--- src/rtl/segment_write_arbiter.sv ---
// Round-robin arbiter for the segment register file write port, with a per-segment pending-write scoreboard.
// Optional build macro SEG_CS_PRIORITY_EN: a control request targeting CS always wins arbitration.
module segment_write_arbiter #(
  parameter int CNT_W  = 2,
  parameter int DATA_W = 16
) (
  input  logic              clk,
  input  logic              reset,
  input  logic              wb_valid,
  input  logic [2:0]        wb_sel,
  input  logic [DATA_W-1:0] wb_data,
  output logic              wb_ready,
  input  logic              ctl_valid,
  input  logic [2:0]        ctl_sel,
  input  logic [DATA_W-1:0] ctl_data,
  output logic              ctl_ready,
  input  logic              mark_valid,
  input  logic [2:0]        mark_sel,
  output logic              mark_ready,
  input  logic              flush,
  output logic [2:0]        seg_write_select,
  output logic [DATA_W-1:0] seg_write_data,
  output logic              seg_write_enable,
  output logic [7:0]        seg_busy,
  output logic              sel_err
);

  localparam logic [0:0]       RR_WB   = 1'b0;
  localparam logic [0:0]       RR_CTL  = 1'b1;
  localparam logic [CNT_W-1:0] CNT_MAX = {CNT_W{1'b1}};
  localparam logic [CNT_W-1:0] CNT_ONE = {{(CNT_W-1){1'b0}}, 1'b1};
  localparam logic [CNT_W-1:0] CNT_ZERO = {CNT_W{1'b0}};

  logic [0:0]        rr_q, rr_d;
  logic [2:0]        sel_q, sel_d;
  logic [DATA_W-1:0] data_q, data_d;
  logic              en_q, en_d;
  logic              err_q, err_d;
  logic [CNT_W-1:0]  cnt_q [6];
  logic [CNT_W-1:0]  cnt_d [6];

  logic              cs_win_s;
  logic              wb_acc_s, ctl_acc_s;
  logic              mark_sat_s, mark_acc_s;
  logic [5:0]        inc_s, dec_s;

  // Arbitration: readiness, grant and round-robin pointer update
  always_comb begin
`ifdef SEG_CS_PRIORITY_EN
    cs_win_s = ctl_valid && (ctl_sel == 3'd1);
`else
    cs_win_s = 1'b0;
`endif
    wb_ready  = !cs_win_s && (!ctl_valid || (rr_q == RR_WB));
    ctl_ready = cs_win_s || !wb_valid || (rr_q == RR_CTL);
    wb_acc_s  = wb_valid && wb_ready;
    ctl_acc_s = ctl_valid && ctl_ready;
    if (wb_valid && ctl_valid && !cs_win_s) begin
      rr_d = ~rr_q;
    end else begin
      rr_d = rr_q;
    end
  end

  // Next write-port contents; select/data hold when nothing is accepted
  always_comb begin
    sel_d  = sel_q;
    data_d = data_q;
    en_d   = 1'b0;
    err_d  = 1'b0;
    if (ctl_acc_s) begin
      sel_d  = ctl_sel;
      data_d = ctl_data;
      en_d   = (ctl_sel < 3'd6);
      err_d  = (ctl_sel >= 3'd6);
    end else if (wb_acc_s) begin
      sel_d  = wb_sel;
      data_d = wb_data;
      en_d   = (wb_sel < 3'd6);
      err_d  = (wb_sel >= 3'd6);
    end else begin
      en_d   = 1'b0;
      err_d  = 1'b0;
    end
  end

  // Mark acceptance: segments 6/7 never exist, saturated counters refuse
  always_comb begin
    mark_sat_s = 1'b1;
    for (int i = 0; i < 6; i++) begin
      if (mark_sel == 3'(i)) begin
        mark_sat_s = (cnt_q[i] == CNT_MAX);
      end else begin
        mark_sat_s = mark_sat_s;
      end
    end
    mark_ready = !mark_sat_s;
    mark_acc_s = mark_valid && mark_ready;
  end

  // Scoreboard next state; a commit is the write currently on the port
  always_comb begin
    inc_s = 6'b000000;
    dec_s = 6'b000000;
    for (int i = 0; i < 6; i++) begin
      inc_s[i] = mark_acc_s && (mark_sel == 3'(i));
      dec_s[i] = en_q && (sel_q == 3'(i));
      if (flush) begin
        cnt_d[i] = CNT_ZERO;
      end else if (inc_s[i] && !dec_s[i]) begin
        cnt_d[i] = cnt_q[i] + CNT_ONE;
      end else if (dec_s[i] && !inc_s[i] && (cnt_q[i] != CNT_ZERO)) begin
        cnt_d[i] = cnt_q[i] - CNT_ONE;
      end else begin
        cnt_d[i] = cnt_q[i];
      end
    end
  end

  // Busy flags derived from the registered counters
  always_comb begin
    seg_busy = 8'h00;
    for (int i = 0; i < 6; i++) begin
      seg_busy[i] = (cnt_q[i] != CNT_ZERO);
    end
  end

  // State registers; reset also kills any write in flight
  always_ff @(posedge clk or posedge reset) begin
    if (reset) begin
      rr_q   <= RR_WB;
      sel_q  <= 3'd0;
      data_q <= {DATA_W{1'b0}};
      en_q   <= 1'b0;
      err_q  <= 1'b0;
      for (int i = 0; i < 6; i++) begin
        cnt_q[i] <= CNT_ZERO;
      end
    end else begin
      rr_q   <= rr_d;
      sel_q  <= sel_d;
      data_q <= data_d;
      en_q   <= en_d;
      err_q  <= err_d;
      for (int i = 0; i < 6; i++) begin
        cnt_q[i] <= cnt_d[i];
      end
    end
  end

  assign seg_write_select = sel_q;
  assign seg_write_data   = data_q;
  assign seg_write_enable = en_q;
  assign sel_err          = err_q;

endmodule

--- config.mk ---
export PLATFORM = sky130hd
export DESIGN_NAME = segment_write_arbiter
export DESIGN_NICKNAME = d
export VERILOG_FILES = /design/src/rtl/segment_write_arbiter.sv
export SDC_FILE = /design/constraint.sdc
export NUM_CORES = 1
export LEC_CHECK = 0
export CAP_MARGIN = 20
export CELL_PAD_IN_SITES_DETAIL_PLACEMENT = 0
export CELL_PAD_IN_SITES_GLOBAL_PLACEMENT = 1
export CORE_MARGIN = 5
export CORE_UTILIZATION = 28
export DETAILED_ROUTE_END_ITERATION = 10
export PLACE_DENSITY = 0.78
export SLEW_MARGIN = 20
export SYNTH_ARGS = -nofsm -noshare
export SYNTH_HDL_FRONTEND = slang
export SYNTH_SLANG_ARGS = --single-unit
--- constraint.sdc ---
create_clock -name clk -period 1.6 [get_ports clk]
set_input_delay 0.48 -clock clk [delete_from_list [all_inputs] [get_ports clk]]
set_output_delay 0.48 -clock clk [all_outputs]
set_load 0.03 [all_outputs]
* Word level (Yosys, flattened, before mapping)
Index checks and enable logic that the tools add are counted.
** Storage, ports and cells
- Register bits after elaboration :: 34
- Input port bits :: 47
- Output and inout bits :: 32
- Word-level logic and storage cells :: 142
** Operators by class
- Add/subtract/negate cells :: 12
- Order comparisons :: 4
- Equal/unequal tests :: 16
- Mux-type cells :: 32
- Bitwise operators :: 1
- Reduce and logical (&&, ||, !) cells :: 66
** Operators with widths (count)
- 2-bit two-way mux :: 18
- 1-bit logical AND :: 34
- 16-bit two-way mux :: 2
- 3-bit nonzero test :: 6
- 1-bit zero test :: 15
- 2-bit nonzero test :: 7
- 2-bit by 1-bit adder with 2-bit output (second input constant) :: 6
- 2-bit equality test (second input constant) :: 6
- 3-bit by 2-bit equality test with 1-bit output (second input constant) :: 4
- 3-bit equality test (second input constant) :: 4
- 2-bit by 1-bit subtractor with 2-bit output (second input constant) :: 6
- 1-bit two-way mux :: 10
- 3-bit by 1-bit equality test with 1-bit output (second input constant) :: 2
- 3-bit greater-or-equal comparator (second input constant) :: 2
- 3-bit zero test :: 2
- 3-bit less-than comparator (second input constant) :: 2
- 3-bit two-way mux :: 2
- 1-bit logical OR :: 2
- 1-bit inverter :: 1

* Depth between registers and ports, before layout
Gate-level depths: netlist (run 1).
- Word-level depth :: 16
- Gate-level depth with buffers :: 6
- Gate-level depth less buffers :: 4

* Worst setup path before layout (run 1)
No wires, ideal clock.
- Path kind :: input -> output
- From :: input mark_sel[1]
- To :: output mark_ready
- Arrival time :: 1.546 ns
- Required time :: 1.120 ns
- Path slack :: -0.426 ns
- Stages on the path :: 5
- Buffers on the path :: 1
- Path through :: buf_2 > a41o_1 > a31oi_1 > o21ai_1 > a21oi_1
** On the way
- Word-level cells in the longest chain between the ends :: 8
- Elaborated cells between the ends (all ways) :: 13
- Those cells by class :: 5 x eq/ne; 6 x mux; 2 x reduce/logical
** RTL lines
- start: declaration :: line 18 : input logic [2:0] mark_sel,
- 3-bit zero test :: line 91 : if (mark_sel == 3'(i)) begin
- 1-bit two-way mux (5 in a row) :: line 91
- 1-bit two-way mux * :: line 91
- 1-bit zero test * :: line 97 : mark_ready = !mark_sat_s;
- end: declaration :: line 19 : output logic mark_ready,
Mark *: on every way between the ends. The rest lies on a longest branch, timed or not.

* Final worst setup path (run 1)
- From :: register cnt_q[4] (netlist bit)
- To :: output mark_ready
** On the way
- Word-level cells in the longest chain between the ends :: 5
** RTL lines
- start: declaration :: line 39 : logic [CNT_W-1:0] cnt_q [6];
- start signal: indexed assignment :: line 146 : cnt_q[i] <= cnt_d[i];
- 2-bit equality test :: line 92 : mark_sat_s = (cnt_q[i] == CNT_MAX);
- 1-bit two-way mux (3 in a row) :: line 91
- 1-bit zero test :: line 97
Every way passes these cells.

==> results of run 1 <==
cells by family after synthesis:
| logic type | after synthesis | share of synthesized area, % |
|---|---|---|
| other | 1 | 0.184 |
| AOI/OAI and AO/OA | 80 | 23.9 |
| buffers and inverters | 35 | 7.37 |
| and+or+nand+nor | 87 | 22.7 |
| muxes | 2 | 1.11 |
| xor gates and xnor gates | 7 | 3.01 |
| DFF | 34 | 41.8 |
worst max-delay path, delay by kind of cell (launching register included):
| kind | cells | cell delay, ps |
|---|---|---|
| buffers and inverters | 2 | 260 |
| AO/OA/AOI/OAI | 4 | 610 |
| flip-flops | 1 | 390 |
final cells by class:
class                   count  area [um2]  area share, %
clock inverters             1        5.00          0.151
well taps                  99         124           3.73
clock buffers               7        86.3           2.60
repair buffers            119        1090           32.9
flip-flops and latches     34         851           25.6
inverters                  18        67.6           2.04
multi-input cells         178        1090           32.9
diodes                      1        2.50         0.0754
per-stage QoR:
stage | setup TNS (ps) | worst slack (ps) | power [W] | utilization [%] | hold WS [ps]
3_3_place_gp | -7100 | -635 | 0.00249 | 44.4 | 544
4_1_cts | -551 | -438 | 0.00310 | 45.7 | 538
3_5_place_dp | -8020 | -663 | 0.00251 | 44.4 | 550
6_report | -488 | -412 | 0.00308 | 46.2 | 534
5_1_grt | -695 | -487 | 0.00327 | 46.2 | 563
2_1_floorplan | -178 | -162 | 0.00188 | - | 483
Yosys cell counts:
| cell type | n |
|---|---|
| nand4b_1 | 2 |
| buf_4 | 2 |
| or4b_4 | 1 |
| buf_1 | 3 |
| inv_1 | 18 |
| a31o_1 | 1 |
| and4b_1 | 2 |
| dfrtp_1 | 34 |
| clkbuf_1 | 8 |
| nor4b_2 | 1 |
| and3b_1 | 1 |
| a21oi_1 | 25 |
| nor2_1 | 38 |
| a31oi_1 | 19 |
| xnor2_1 | 1 |
| nand2_1 | 19 |
| a221oi_1 | 5 |
| nand4bb_1 | 3 |
| a41o_1 | 1 |
| o22ai_1 | 20 |
| conb_1 | 1 |
| and4_1 | 1 |
| nand2b_1 | 1 |
| and4bb_1 | 3 |
| buf_2 | 3 |
| nor2b_1 | 2 |
| mux2_2 | 2 |
| o21ai_1 | 7 |
| o21ai_0 | 1 |
| nor2_2 | 1 |
| a221oi_2 | 1 |
| buf_6 | 1 |
| nand3_1 | 6 |
| xor2_1 | 6 |
| or2_2 | 6 |
worst max-delay path by stage:
stage | slack (ps) | to
finish | -410 | mark_ready
global route | -490 | mark_ready
CTS | -440 | mark_ready
detailed placement | -660 | cnt_q[10]
global placement | -630 | mark_ready
floorplan | -160 | mark_ready
flip-flops by register name, summed over array words and instances (netlist names):
register          cells
cnt_q                12
seg_write_enable      1
seg_write_select      3
rr_q                  1
seg_write_data       16
sel_err               1
repair_timing:
item	CTS	global route
gates resized for setup	71	17
setup endpoints to repair	37	12
buffers inserted	1	0
pin swaps	4	4
report_power, final:
part	switching (W)	leakage [nW]	internal (W)
Sequential	0.000117	0.418	0.00100
Combinational	0.000755	1.05	0.000552
Clock	0.000305	0.0482	0.000347
Total	0.00118	1.52	0.00190
layer usage:
layer / wire length [um] / global-route usage, %
met1: 2630 / 17.4
met2: 2990 / 23.8
met3: 475 / 4.81
met4: 19 / 3.61
met5: 0 / 0
==> out/qor.yml, run 1 <==
clk_latency_ps: 280
final_common_cell: "buf_4"
rsz0062_at_grt: "true"
yosysTopAreaCell: "dfrtp_1"
io-pin-count: 79
drc_errors: 0
cts_made_buffers: 5
hp-class: "in -> async"
ant_nets: 0
rr_worst_depth: 5
syn_inst: 246
routed_wl_um: 6110
fp.dieW_um: 95.3
fp.dieArea_um2: 9080
worst_clock_skew_ps: 5.14
critPathMostFrequentCell: "buf_6"
io_buffer_count: 76
end_kind: "primary output"
grt_max_degree: 35
slew_viol_final: 0
status: "complete, but fails checks"
hold_violations: 0
final_cell_mix: "42 x buf_4, 40 x clkdlybuf4s50_1, 36 x nor2_1, 34 x dfrtp_1, 23 x a21oi_1"
drtPass1Iterations: 4
chipHeight_um: 95.3
finalCriticalPeriod_ps: 2010
gp_congestion: 0.755
p_per_area_nw_per_um2: 928
htree_levels: 2
vias_per_cell: 4.85
cp.required_ps: 1120
clock_path_buffers: 2
worst_slack_ps: -412
dr_total_vias: 2215
clkTransAtPathRegs_ps: 70
grt_pass1_wl_um: 10200
critPathMaxFanout: 2
setup_viol_count_final: 3
globalRouteOverflowTotal: 0
worstSetupPathType: "reg -> out"
yosys-top-cells-area: "dfrtp_1 42%, nor2_1 7.0%, a21oi_1 6.1%"
max_cap_viol_count: 0
drtIter0Drc: 57
crit_chain: "buf_6 > a41o_1 > a31oi_1 > o21ai_1 > a21oi_4 > buf_6"
yosysWarnings: 0
clkSinkCount: 34
r2r-end: "cnt_q[3]"
netlist_area_um2: 2040
dpl.cell_count: 447
ir_drop_v: 0.000346
syn2layout_area_growth_pct: 62.9
drive_gt1_share_pct: 23.5
cts_tree: "yes"
initial_core_util_pct: 28.4
place_area_um2: 3190
crit_slowest_cell: "dfrtp_1"
ys_types: 35
fin_nets: 403
core_area_um2: 7180
final_cell_area_um2: 3320
regToRegStartpoint: "seg_write_select[1]"
fmax_mhz: 497
dp.final_hpwl_um: 4570
violations: "negative setup slack"
seq_area_frac_synth_pct: 41.8
grt_use_total_pct: 14.2
period_share_pct: 126
cts_root_buffer: "clkbuf_8"
ys_ff_latch: 34
finalNonFillerCells: 457
max_stage_delay_ps: 390
nFillCells: 724
start_kind: "flip-flop"
cp-startpoint: "cnt_q[4]"
hold_buffers: 0
crit_arrival_ps: 1530
core.rowCount: 31
r2r_slack_ps: 220
power.leakage_nw: 1.52
antenna_found_initial: 1
netlist.area_leader.share_pct: 41.8
grt_pass1_vias: 2258
avgSynthCellArea_um2: 8.28
wl_per_cell_um: 13.4
No activity file was read; power rests on OpenSTA's default activity.
==> run 2, diff against run 1 <==
Settings changed: RECOVER_POWER from default to 25.
==> run 2 against run 1 <==
The run still ends with negative setup slack left. Fmax about the same. Sequential cell count unchanged. Clock power about the same. Power decreased by 0.20%. Hold slack improved by 27 ps. Register-to-register slack about the same. Global-route usage unchanged. Routed wire length increased by 0.33%. Final cell count unchanged. Via count about the same. Combinational power about the same.
==> out/qor.yml, run 2 (synthesized netlist as in run 1, its figures left out) <==
setup_viol_count_final: 3  # unchanged
cts_tree: "yes"  # unchanged
chipHeight_um: 95.3  # unchanged
finalCriticalPeriod_ps: 2010  # about the same
clkTransAtPathRegs_ps: 70  # about the same
antenna_found_initial: 1  # unchanged
power.leakage_nw: 1.52  # about the same
io-pin-count: 79  # unchanged
routed_wl_um: 6130  # was 6110 um
core.rowCount: 31  # unchanged
start_kind: "flip-flop"  # unchanged
grt_pass1_wl_um: 10200  # unchanged
fin_nets: 403  # unchanged
dr_total_vias: 2216  # was 2,215
critPathMaxFanout: 2  # unchanged
drtIter0Drc: 65  # was 57
slew_headroom_pct: 43.2
io_buffer_count: 76  # unchanged
violations: "negative setup slack"  # unchanged
status: "complete, but fails checks"  # unchanged
cts_root_buffer: "clkbuf_8"  # unchanged
fp.dieW_um: 95.3  # unchanged
worst_clock_skew_ps: 5.14  # about the same
worst_slew_pin_slew_ps: 851
drive_gt1_share_pct: 23.5  # unchanged
hold_buffers: 0  # unchanged
fp.dieArea_um2: 9080  # unchanged
syn2layout_area_growth_pct: 62.2  # was 62.9%
period_share_pct: 126  # about the same
drtPass1Iterations: 5  # was 4
wl_per_cell_um: 13.4  # about the same
clock_path_buffers: 2  # unchanged
cp.required_ps: 1120  # about the same
grt_max_degree: 35  # unchanged
crit_arrival_ps: 1530  # about the same
post-route-util_pct: 46.0  # was 46.2%
end_kind: "primary output"  # unchanged
final_cell_mix: "42 x buf_4, 39 x clkdlybuf4s50_1, 36 x nor2_1, 34 x dfrtp_1, 23 x a21oi_1"  # was 42 x buf_4, 40 x clkdlybuf4s50_1, 36 x nor2_1, 34 x dfrtp_1, 23 x a21oi_1
worstSetupPathType: "reg -> out"  # unchanged
globalRouteOverflowTotal: 0  # unchanged
grt_pass1_vias: 2258  # unchanged
clk_latency_ps: 280  # about the same
core_area_um2: 7180  # unchanged
grt_use_total_pct: 14.2  # unchanged
final_common_cell: "buf_4"  # unchanged
cts_made_buffers: 5  # unchanged
fmax_mhz: 497  # about the same
drc_errors: 0  # unchanged
htree_levels: 2  # unchanged
ir_drop_v: 0.000346  # about the same
p_per_area_nw_per_um2: 930  # was 928 nW/um2
rsz0062_at_grt: "true"  # unchanged
gp_congestion: 0.755  # unchanged
r2r_slack_ps: 220  # about the same
largest_reg_flops: 16  # unchanged
ant_nets: 0  # unchanged
dp.final_hpwl_um: 4570  # unchanged
clkSinkCount: 34  # unchanged
slew_viol_final: 0  # unchanged
hp-class: "reg -> reg"  # was in -> async
pre_cts_ws_ps: -663  # unchanged
worst_slack_ps: -413  # was -412 ps
max_cap_viol_count: 0  # unchanged
hold_violations: 0  # unchanged
initial_core_util_pct: 28.4  # unchanged
vias_per_cell: 4.85  # about the same
run 2: changes by cell type in the layout (fill, tap and decap cells not counted):
cell             change
clkbuf_2             +1
dlygate4sd3_1        +1
clkdlybuf4s50_1      -1
buf_12               -1
run 2: cell type report:
cell class                      count  area [um2]
Antenna cell                        1        2.50
Clock buffer                        7        86.3
Multi-Input combinational cell    178        1090
Timing Repair Buffer              119        1080
Sequential cell                    34         851
Inverter                           18        67.6
Clock inverter                      1        5.00
Fill cell                         725        3870
Tap cell                           99         124
run 2: through the flow:
stage / instance area (um2) / hold WS (ps) / setup TNS (ps) / power [W] / std cells
2_1_floorplan: 2060 / 483 / -178 / 0.00188 / 247
3_3_place_gp: 3190 / 544 / -7100 / 0.00249 / 447
3_5_place_dp: 3190 / 550 / -8020 / 0.00251 / 447
4_1_cts: 3280 / 538 / -551 / 0.00310 / 456
5_1_grt: 3300 / 599 / -1830 / 0.00327 / 457
6_report: 3300 / 561 / -489 / 0.00307 / 457
run 2: worst paths after layout:
path | startpoint | end | cells after the start
setup reg to reg | seg_write_select[1] | cnt_q[3] | 5
setup / recovery | cnt_q[4] | mark_ready | 6
min in group asynchronous | reset | sel_err | 3
max in group asynchronous | reset | cnt_q[3] | 3
hold reg to reg | cnt_q[10] | cnt_q[10] | 2
hold / removal | cnt_q[10] | cnt_q[10] | 2
run 2: what timing repair did:
action | CTS | global route
endpoints found under the setup margin | 37 | 12
setup buffers | 1 | 0
resized for setup | 71 | 17
gates cloned | 0 | 0
pin swaps | 4 | 4
run 2: routing by layer:
metal,track usage (%),part of all wire (%)
met5,0,0
met4,3.61,0.31
met3,4.81,7.5
met2,23.8,49
met1,17.4,43
run 2: report_power, final:
group / switching [W] / leakage (nW) / internal, W
clock: 0.000304 / 0.0482 / 0.000347
sequential: 0.000117 / 0.418 / 0.00100
combinational: 0.000754 / 1.05 / 0.000547
run 2: critical path, stage by stage, from the launching register on:
cell and delay, ps:
dfrtp_1 390, buf_6 120, a41o_1 210, a31oi_1 130, o21ai_1 130, a21oi_4 140
buf_6 140
